==> src/rtl/pipe_hazard_ctrl_pkg.sv <==
// Shared stage indices and defaults for the pipeline hazard controller.
package pipe_pkg;

  localparam int STG_IF  = 0;
  localparam int STG_ID  = 1;
  localparam int STG_EX  = 2;
  localparam int STG_MEM = 3;
  localparam int STG_WB  = 4;

  localparam int DEF_NUM_STAGES = 5;

  typedef logic [DEF_NUM_STAGES-1:0] stage_vec_t;

endpackage

==> src/rtl/pipe_hazard_ctrl_if.sv <==
// Hazard-control bus: pipeline requests in, stall/bubble/flush and perf readout out.
interface pipe_hazard_ctrl_if #(
  parameter int NUM_STAGES = 5,
  parameter int CNT_W      = 16
);
  localparam int SEL_W = (NUM_STAGES > 1) ? $clog2(NUM_STAGES) : 1;

  logic                  rdy_i;
  logic [NUM_STAGES-1:0] stall_req_i;
  logic [NUM_STAGES-1:0] flush_req_i;
  logic [NUM_STAGES-1:0] stall_o;
  logic [NUM_STAGES-1:0] bubble_o;
  logic [NUM_STAGES-1:0] flush_o;
  logic [SEL_W-1:0]      perf_sel_i;
  logic                  perf_clr_i;
  logic [CNT_W-1:0]      perf_cnt_o;
  logic                  wdog_o;

  modport master (
    output rdy_i, stall_req_i, flush_req_i, perf_sel_i, perf_clr_i,
    input  stall_o, bubble_o, flush_o, perf_cnt_o, wdog_o
  );

  modport slave (
    input  rdy_i, stall_req_i, flush_req_i, perf_sel_i, perf_clr_i,
    output stall_o, bubble_o, flush_o, perf_cnt_o, wdog_o
  );

endinterface

==> src/rtl/pipe_hazard_ctrl_sat_counter.sv <==
// Saturating up-counter with synchronous clear (clear beats increment).
module sat_counter #(
  parameter int W = 16
) (
  input  logic         clk_i,
  input  logic         rst_n_i,
  input  logic         inc_i,
  input  logic         clr_i,
  output logic [W-1:0] cnt_o
);

  logic [W-1:0] r_cnt;

  always_ff @(posedge clk_i or negedge rst_n_i) begin
    if (!rst_n_i) begin
      r_cnt <= '0;
    end else if (clr_i) begin
      r_cnt <= '0;
    end else if (inc_i && (r_cnt != {W{1'b1}})) begin
      r_cnt <= r_cnt + W'(1);
    end
  end

  assign cnt_o = r_cnt;

endmodule

==> src/rtl/pipe_hazard_ctrl.sv <==
// Stall/bubble/flush controller for an N-stage in-order pipeline, with deferred
// flushes, per-stage stall counters and a stall watchdog.
module pipe_hazard_ctrl
  import pipe_pkg::*;
#(
  parameter int NUM_STAGES  = DEF_NUM_STAGES,
  parameter int CNT_W       = 16,
  parameter int WDOG_CYCLES = 1024
) (
  input  logic               clk_i,
  input  logic               rst_n_i,
  pipe_hazard_ctrl_if.slave  bus
);

  localparam int SEL_W = (NUM_STAGES > 1) ? $clog2(NUM_STAGES) : 1;
  localparam int RL_W  = $clog2(WDOG_CYCLES + 1);

  logic                  w_rdy;
  logic [NUM_STAGES-1:0] w_req_or;
  logic [NUM_STAGES-1:0] w_stall;
  logic [NUM_STAGES-1:0] w_bubble;
  logic [NUM_STAGES-1:0] w_flush;
  logic [NUM_STAGES-1:0] w_eff;
  logic [NUM_STAGES-1:0] w_pend_nxt;
  logic [NUM_STAGES-1:0] r_pend;
  logic                  w_found;
  int                    w_src;
  logic [CNT_W-1:0]      w_cnt [NUM_STAGES];
  logic [CNT_W-1:0]      w_sel_cnt;
  logic [CNT_W-1:0]      r_perf;
  logic [RL_W-1:0]       w_run;
  logic                  w_wd_inc;
  logic                  w_wd_clr;
  logic                  r_wdog;

  assign w_rdy = bus.rdy_i;

  // w_req_or[k] = any request from stage max(k,1) or older; IF's own request never stalls IF.
  always_comb begin
    w_req_or = '0;
    w_req_or[NUM_STAGES-1] = bus.stall_req_i[NUM_STAGES-1];
    for (int k = NUM_STAGES - 2; k >= 1; k--) begin
      w_req_or[k] = bus.stall_req_i[k] | w_req_or[k+1];
    end
    w_req_or[0] = w_req_or[1];
  end

  assign w_stall = {NUM_STAGES{~w_rdy}} | w_req_or;

  always_comb begin
    w_eff   = bus.flush_req_i | r_pend;
    w_found = 1'b0;
    w_src   = 0;
    for (int k = 0; k < NUM_STAGES; k++) begin
      if (w_eff[k]) begin
        w_found = 1'b1;
        w_src   = k;
      end
    end
  end

  // Oldest flush source wins; a stalled source parks in its pend bit and drops younger ones.
  always_comb begin
    w_flush    = '0;
    w_pend_nxt = '0;
    if (!w_rdy) begin
      w_pend_nxt = r_pend | bus.flush_req_i;
    end else if (w_found) begin
      if (!w_stall[w_src]) begin
        for (int j = 0; j < NUM_STAGES; j++) begin
          if (j < w_src) w_flush[j] = 1'b1;
        end
      end else begin
        w_pend_nxt[w_src] = 1'b1;
      end
    end
  end

  always_comb begin
    w_bubble = '0;
    if (w_rdy) begin
      for (int k = 0; k < NUM_STAGES - 1; k++) begin
        w_bubble[k+1] = bus.stall_req_i[k] & ~w_stall[k+1];
      end
    end
    w_bubble = w_bubble & ~w_flush;
  end

  always_ff @(posedge clk_i or negedge rst_n_i) begin
    if (!rst_n_i) r_pend <= '0;
    else          r_pend <= w_pend_nxt;
  end

  for (genvar g = 0; g < NUM_STAGES; g++) begin : g_cnt
    sat_counter #(.W(CNT_W)) u_cnt (
      .clk_i   (clk_i),
      .rst_n_i (rst_n_i),
      .inc_i   (w_rdy & w_stall[g]),
      .clr_i   (bus.perf_clr_i),
      .cnt_o   (w_cnt[g])
    );
  end

  always_comb begin
    w_sel_cnt = '0;
    for (int k = 0; k < NUM_STAGES; k++) begin
      if (bus.perf_sel_i == SEL_W'(k)) w_sel_cnt = w_cnt[k];
    end
  end

  always_ff @(posedge clk_i or negedge rst_n_i) begin
    if (!rst_n_i)              r_perf <= '0;
    else if (bus.perf_clr_i)   r_perf <= '0;
    else                       r_perf <= w_sel_cnt;
  end

  assign w_wd_inc = w_rdy & w_stall[0];
  assign w_wd_clr = bus.perf_clr_i | (w_rdy & ~w_stall[0]);

  sat_counter #(.W(RL_W)) u_run (
    .clk_i   (clk_i),
    .rst_n_i (rst_n_i),
    .inc_i   (w_wd_inc),
    .clr_i   (w_wd_clr),
    .cnt_o   (w_run)
  );

  // Flag is raised on the edge that completes the WDOG_CYCLES-th counted stall cycle.
  always_ff @(posedge clk_i or negedge rst_n_i) begin
    if (!rst_n_i)                                            r_wdog <= 1'b0;
    else if (bus.perf_clr_i)                                 r_wdog <= 1'b0;
    else if (w_wd_inc && (w_run >= RL_W'(WDOG_CYCLES - 1)))  r_wdog <= 1'b1;
  end

  assign bus.stall_o    = {NUM_STAGES{rst_n_i}} & w_stall;
  assign bus.bubble_o   = {NUM_STAGES{rst_n_i}} & w_bubble;
  assign bus.flush_o    = {NUM_STAGES{rst_n_i}} & w_flush;
  assign bus.perf_cnt_o = r_perf;
  assign bus.wdog_o     = r_wdog;

endmodule

==> src/flat_wrapper.sv <==
// flat-port wrapper written by rule: the top's interface ports become plain ports
module pipe_hazard_ctrl_flat import pipe_pkg::*;
#(
  parameter int NUM_STAGES  = DEF_NUM_STAGES,
  parameter int CNT_W       = 16,
  parameter int WDOG_CYCLES = 1024
)
  (clk_i, rst_n_i, bus_rdy_i, bus_stall_req_i, bus_flush_req_i, bus_perf_sel_i, bus_perf_clr_i, bus_stall_o, bus_bubble_o, bus_flush_o, bus_perf_cnt_o, bus_wdog_o);
  pipe_hazard_ctrl_if #(.NUM_STAGES(NUM_STAGES), .CNT_W(CNT_W)) bus_i ();
  input  logic clk_i;
  input  logic rst_n_i;
  input wire logic [$bits(bus_i.rdy_i)-1:0] bus_rdy_i;
  input wire logic [$bits(bus_i.stall_req_i)-1:0] bus_stall_req_i;
  input wire logic [$bits(bus_i.flush_req_i)-1:0] bus_flush_req_i;
  input wire logic [$bits(bus_i.perf_sel_i)-1:0] bus_perf_sel_i;
  input wire logic [$bits(bus_i.perf_clr_i)-1:0] bus_perf_clr_i;
  output wire logic [$bits(bus_i.stall_o)-1:0] bus_stall_o;
  output wire logic [$bits(bus_i.bubble_o)-1:0] bus_bubble_o;
  output wire logic [$bits(bus_i.flush_o)-1:0] bus_flush_o;
  output wire logic [$bits(bus_i.perf_cnt_o)-1:0] bus_perf_cnt_o;
  output wire logic [$bits(bus_i.wdog_o)-1:0] bus_wdog_o;
  assign bus_i.rdy_i = bus_rdy_i;
  assign bus_i.stall_req_i = bus_stall_req_i;
  assign bus_i.flush_req_i = bus_flush_req_i;
  assign bus_i.perf_sel_i = bus_perf_sel_i;
  assign bus_i.perf_clr_i = bus_perf_clr_i;
  assign bus_stall_o = bus_i.stall_o;
  assign bus_bubble_o = bus_i.bubble_o;
  assign bus_flush_o = bus_i.flush_o;
  assign bus_perf_cnt_o = bus_i.perf_cnt_o;
  assign bus_wdog_o = bus_i.wdog_o;
  pipe_hazard_ctrl #(.NUM_STAGES(NUM_STAGES), .CNT_W(CNT_W), .WDOG_CYCLES(WDOG_CYCLES)) u_core (.clk_i(clk_i), .rst_n_i(rst_n_i), .bus(bus_i));
endmodule
==> config.mk <==
export PLATFORM = sky130hd
export DESIGN_NAME = pipe_hazard_ctrl_flat
export DESIGN_NICKNAME = d
export VERILOG_FILES = /design/src/rtl/pipe_hazard_ctrl_pkg.sv /design/src/rtl/pipe_hazard_ctrl_if.sv /design/src/rtl/pipe_hazard_ctrl_sat_counter.sv /design/src/rtl/pipe_hazard_ctrl.sv /design/src/flat_wrapper.sv
export SDC_FILE = /design/constraint.sdc
export NUM_CORES = 1
export LEC_CHECK = 0
export ABC_AREA = 1
export BUFFER_PORTS_ARGS = -buffer_cell sky130_fd_sc_hd__clkbuf_2
export CAP_MARGIN = 20
export CORE_MARGIN = 2
export CORE_UTILIZATION = 35
export CTS_CLUSTER_DIAMETER = 40
export DETAILED_ROUTE_END_ITERATION = 10
export GPL_ROUTABILITY_DRIVEN = 0
export SETUP_SLACK_MARGIN = 0.2
export SYNTH_ARGS = -nofsm -noshare
export SYNTH_HDL_FRONTEND = slang
export SYNTH_SLANG_ARGS = --single-unit
export TNS_END_PERCENT = 1
==> constraint.sdc <==
create_clock -name clk_i -period 1.96 [get_ports clk_i]
set_input_delay 0.196 -clock clk_i [delete_from_list [all_inputs] [get_ports clk_i]]
set_output_delay 0.196 -clock clk_i [all_outputs]
set_load 0.01 [all_outputs]
; ---- After elaboration in Yosys (flattened, before gate mapping)
; Cells that the tools add are included.
[classes]
reduce_logical = 16
mul = 0
div = 0
bitwise_logic = 27
n_lt_le_gt_ge = 8
muxes = 46
n_addsub = 6
n_eq_ne = 10
n_shift = 0
[op_table]
columns = cell, count
row1 = $mux 16, 16
row2 = $mux 32, 3
row3 = $add 16x1->16 const B, 5
row4 = $ne 16x16->1 const B, 5
row5 = $lt 3x32->1 const A, 2
row6 = $ge 32x1->1 const B, 1
row7 = $lt 1x32->1 const A, 1
row8 = $lt 2x32->1 const A, 1
row9 = $lt 32x5->1 const B, 1
row10 = $lt 4x32->1 const A, 1
row11 = $mux 5, 6
row12 = $mux 11, 2
row13 = $and 5x5->5, 4
row14 = $mux 1, 16
row15 = $reduce_bool 2->1, 7
row16 = $add 11x1->11 const B, 1
row17 = $ge 11x10->1 const B, 1
row18 = $ne 11x11->1 const B, 1
row19 = $and 1x1->1, 10
row20 = $or 5x5->5, 2
row21 = $logic_and 1x1->1, 8
row22 = $eq 3x2->1 const B, 2
row23 = $not 1->1, 6
row24 = $not 5->5, 1
row25 = 7 further kinds, 10
[totals]
input_bits = 17
latchBits = 0
n_memories = 0
word_cells = 122
reg_bits = 113
output_inout_bits = 32
mem_bits_rw = 0
rom_bits = 0

; ---- Logic depth before layout (Yosys ltp)
[logic_depth]
ltp_word = 14
depth_mapped = 11
depth_no_buf = 10

; ---- By module
; From an unflattened synthesis, not the netlist that was laid out.
[hier_totals]
cells_unflattened = 1083
area_unflattened_um2 = 7581.0
[by_module_without_submodules]
columns = module, instances, seq_area_each_um2, cells_each, area_per_inst_um2
row1 = sat_counter (u_core.g_cnt[0].u_cnt ...), 5, 400.4, 144, 1037.2
row2 = pipe_hazard_ctrl, 1, 525.5, 270, 1692.9
row3 = sat_counter (u_core.u_run), 1, 275.3, 93, 701.9

; ---- Worst setup path after synthesis
; No wires, ideal clock.
[synth_timing]
path_type = register -> register
start = register u_core.g_cnt[2].u_cnt.r_cnt[0]
end = register u_core.g_cnt[2].u_cnt.r_cnt[5]
synth_period_minus_slack_ns = 1.525
setup_slack_ns = 0.435
path_buffers = 1
path_stages_with_launch = 10
t_arrival_ns = 1.393
t_required_ns = 1.828
setup_ns = 0.132
path_cell_list = dfrtp_1 ha_1 inv_1 nor2_1 nand2_1 nor2_1 nor2_1 buf_2 nand3_1 o21ai_0
[synth_between]
elab_chain_cells = 3
[synth_rtl]
columns = element, line
row1 = start: declaration, pipe_hazard_ctrl_sat_counter.sv:12  ; logic [W-1:0] r_cnt;
row2 = start signal: assignment, pipe_hazard_ctrl_sat_counter.sv:20  ; r_cnt <= r_cnt + W'(1);
row3 = $add 16x1->16 / $ne 16x16->1 (equally long branches), "pipe_hazard_ctrl_sat_counter.sv:20, pipe_hazard_ctrl_sat_counter.sv:19"
row4 = $mux 16 / $logic_and 1x1->1 (equally long branches), pipe_hazard_ctrl_sat_counter.sv:19  ; end else if (inc_i && (r_cnt != {W{1'b1}})) begin
row5 = $mux 16 / $reduce_bool 2->1 (equally long branches), n/a
; Parallel ways exist; a longest one is shown, timed or not. The select of a mux whose other input is x is not followed.
; A chain may end at the register's enable or synchronous reset.

; ---- Final worst setup path
[layout_timing]
start = register u_core.r_pend[4]
end = output port bus_flush_o[2]
[layout_between]
elab_chain_cells = 9
[layout_rtl]
columns = element, line
row1 = start: declaration, pipe_hazard_ctrl.sv:25  ; logic [NUM_STAGES-1:0] r_pend;
row2 = start signal: assignment, pipe_hazard_ctrl.sv:91  ; else r_pend <= w_pend_nxt;
row3 = $or 5x5->5 *, pipe_hazard_ctrl.sv:51  ; w_eff = bus.flush_req_i | r_pend;
row4 = "parallel branches: the longest is 5 deep, another holds $lt 3x32->1", n/a
row5 = $mux 5 *, pipe_hazard_ctrl.sv:68  ; end else if (w_found) begin
row6 = $mux 5 *, pipe_hazard_ctrl.sv:66  ; if (!w_rdy) begin
row7 = $and 5x5->5 *, pipe_hazard_ctrl.sv:137  ; assign bus.flush_o = {NUM_STAGES{rst_n_i}} & w_flush;
row8 = end: declaration, flat_wrapper.sv:19  ; output wire logic [$bits(bus_i.flush_o)-1:0] bus_flush_o;
; Mark *: on every way between the ends. The select of a mux whose other input is x is not followed.

==> impl_metrics.csv <==
group,metric,value,unit
layout,drive_gt1_share,13.29,%
sta,fin_skew,0.009470,ns
clocking,cts_root_buf,"clkbuf_16",
worst_setup_path,slowest_stage,"dfrtp_1",
worst_setup_path,rr_endpoint,"u_core.g_cnt[4].u_cnt.cnt_o[8]",
worst_setup_path,crit_path_frequent_cell,"nor2_1",
layout,area_delta_synth_final,12.82,%
pwr,p_leak,3.912,nW
floorplanning,die_width,150.3,µm
floorplanning,rows,53,
worst_setup_path,crit_type,"reg2out",
worst_setup_path,max_stage_delay,0.36,ns
yosys,seq_area_frac_synth,37.43,%
detailed_routing,drt_iter0_drc,478,
flow_run,maxCapViolations,0,
yosys,synth.cell_area,7487,µm²
floorplanning,pin_count,49,
yosys,synth.top_cell.area_share,37.43,%
yosys,synth_area_leaders,"dfrtp_1 (37%), nand2_1 (19%), nand3_1 (7.0%)",
sta,rsz0062_at_grt,"true",
detailed_routing,highest_layer,"met4",
worst_setup_path,cp_top_family,"simple AND/OR/NAND/NOR gates",
floorplanning,die_area,22580,µm²
yosys,ys_types,33,
sta,hold_viol,13,
clocking,cts.sinks,112,
min_path,min_path_type,"in2async",
yosys,synth-seq-cells,112,
worst_setup_path,reg2reg_slack,0.23,ns
detailed_routing,vias,7074,
detailed_routing,post-route-drc-count,0,
clocking,clk_latency,0.36,ns
clocking,h-tree-depth,3,
worst_setup_path,rr_startpoint,"u_core.g_cnt[4].u_cnt.cnt_o[1]",
floorplanning,initial_utilization,35.62,%
yosys,synth_edf_count,0,
yosys,synth_warnings,0,
clocking,clk_pin_slew,0.07,ns
sta,tightestPinTransition,0.6186,ns
yosys,synthCells,1094,
yosys,syn_avg_cell_area,6.844,µm²
yosys,synthArstFlopShare,100.0,%
global_routing,overflow,0,
global_routing,track_usage,18.17,%
layout,fin_util,40.18,%
detailed_routing,vias_per_cell,4.957,
detailed_routing,dr_wl_met2,8888,µm
yosys,synth_most_common_cell,"nand2_1",
clocking,cts_buffers,9,
outcome,status,"finished, violations left",
placed_design,numPortBuffers,45,
pwr,powerDensity,559.4,nW/µm²
worst_setup_path,reg2reg_depth,9,
global_routing,grt_max_degree,112,
sta,setup_viol,0,
worst_setup_path,cp.required,1.76,ns
placed_design,post-dp-hpwl,14500,µm
worst_setup_path,cp-start-kind,"register",
global_routing,grt_pass1_wl,32850,µm
worst_setup_path,critPathBufInv,2,
floorplanning,coreArea,21020,µm²
outcome,violations,"hold timing",
clocking,cts_tree,"yes",
global_routing,grt_pass1_vias,6437,
worst_setup_path,cp.arrival,1.62,ns
sta,period_needed,1.815,ns
detailed_routing,dr.pass1.iters,5,
pwr,vdd_drop_max,0.4511,mV
layout,nets,1169,
layout,fillCellCount,2184,
yosys,yosys.area.top_type,"dfrtp_1",
worst_setup_path,critPathMaxFanout,7,
sta,hold_ws,-0.009671,ns
detailed_routing,dr_wl_met3,908,µm
worst_setup_path,end_kind,"output pin",
sta,fin_tns_setup,0,ns
worst_setup_path,crit_chain,"nor2_1 -> buf_4 -> nand3_2 -> nor2_1 -> nand2_1 -> nand2_2 -> nand2_2 -> nor2_1 -> buf_2",
clocking,clock_path_buffers,2,
worst_setup_path,crit_start,"u_core.r_pend[4]",
detailed_routing,post_drt_wl_per_cell,13.84,µm
yosys,synth_top_cells_by_count,"nand2_1 (388), nor2_1 (137), dfrtp_1 (112), nand3_1 (104), inv_1 (76)",
sta,relSlewSlack,58.76,%
detailed_routing,drt-total-wl,19750,µm
yosys,synth_flop_cell,"dfrtp_1",
detailed_routing,wl_met1,9471,µm
floorplanning,die_h,150.3,µm
sta,fmax,0.5510,GHz
sta,period_share,92.60,%
global_routing,antenna_found_initial,1,
sta,slew_viol_final,0,
detailed_routing,final_antenna_net_count,0,
worst max-delay path by stage:
stage | to | slack, ns | cells past startpoint
floorplan | u_core.g_cnt[2].u_cnt.cnt_o[5] | 0.44 | 9
global placement | u_core.g_cnt[2].u_cnt.cnt_o[13] | 0.14 | 8
detailed placement | u_core.g_cnt[2].u_cnt.cnt_o[9] | 0.11 | 8
CTS | bus_flush_o[0] | 0.1 | 9
global route | bus_flush_o[2] | 0.009 | 10
finish | bus_flush_o[2] | 0.14 | 9
layer usage:
metal / track usage (%) / vias up
met5: 0 / -
met4: 5.613 / 0
met3: 3.515 / 31
met2: 28.16 / 154
met1: 25.57 / 3244
li1: - / 3645
final cells by class:
cell class | count | area, µm² | area share (%)
Timing Repair Buffer | 78 | 503.0 | 5.955
Clock inverter | 7 | 63.81 | 0.7554
Sequential cell | 112 | 2803 | 33.18
Antenna cell | 1 | 2.502 | 0.02963
Tap cell | 275 | 344.1 | 4.073
Clock buffer | 9 | 225.2 | 2.666
Multi-Input combinational cell | 861 | 4188 | 49.58
Inverter | 84 | 317.8 | 3.762
registers in the layout, indices dropped and copies added, names as in the netlist:
signal	count
u_core.g_cnt.u_cnt.cnt_o	80
u_core.bus.perf_cnt_o	16
u_core.u_run.cnt_o	11
u_core.r_pend	4
u_core.bus.wdog_o	1
placed cells by master, fill, tap and decap left out, drive strengths merged, types with 2 or more instances in the layout:
cell / Yosys / final
ha: 6 / 6
conb: 1 / 2
inv: 83 / 86
o21bai: 15 / 15
nand4: 63 / 63
clkbuf: 5 / 51
o21ai: 28 / 28
xor2: 37 / 37
dfrtp: 112 / 112
nand3: 107 / 107
nand2: 406 / 406
o211ai: 15 / 15
a21oi: 23 / 23
nor3: 4 / 4
buf: 33 / 35
clkinv: 1 / 4
nor2: 152 / 152
power breakdown:
part / switching (mW) / total (mW) / internal (mW)
clock network: 0.924 / 1.81 / 0.889
registers: 0.0334 / 2.38 / 2.35
logic: 0.374 / 0.529 / 0.155
logic make-up (layout without fill, tap and decap cells):
family | count (synthesis) | after routing | synth area share [%]
AOI/OAI and AO/OA | 81 | 81 | 6.517
buffers and inverters | 122 | 178 | 7.186
adders and majority gates | 6 | 6 | 1.003
other | 1 | 3 | 0.05009
DFF | 112 | 112 | 37.43
and+or+nand+nor | 735 | 735 | 43.48
xor gates and xnor gates | 37 | 37 | 4.328
stage by stage:
| stage | setup WS (ns) | total power, mW | cell area [µm²] | cells |
|---|---|---|---|---|
| global placement | 0.1373 | 2.944 | 8090 | 1407 |
| finish | 0.1450 | 4.725 | 8447 | 1427 |
| detailed placement | 0.1069 | 2.946 | 8090 | 1407 |
| floorplan | 0.4352 | 2.734 | 7491 | 1095 |
| CTS | 0.09804 | 4.801 | 8414 | 1426 |
| global route | 0.008690 | 4.965 | 8444 | 1426 |
repair_timing:
| item | 4_1_cts | 5_1_grt |
|---|---|---|
| endpoints found under the hold margin | 1 | 0 |
| gates resized for setup | 4 | 12 |
| setup endpoints to repair | 27 | 79 |
| buffers inserted | 2 | 0 |
| cloned | 0 | 0 |
| pin swaps | 1 | 8 |
| hold buffers | 1 | 0 |
Note: power is estimated with default switching activity, not from simulation.
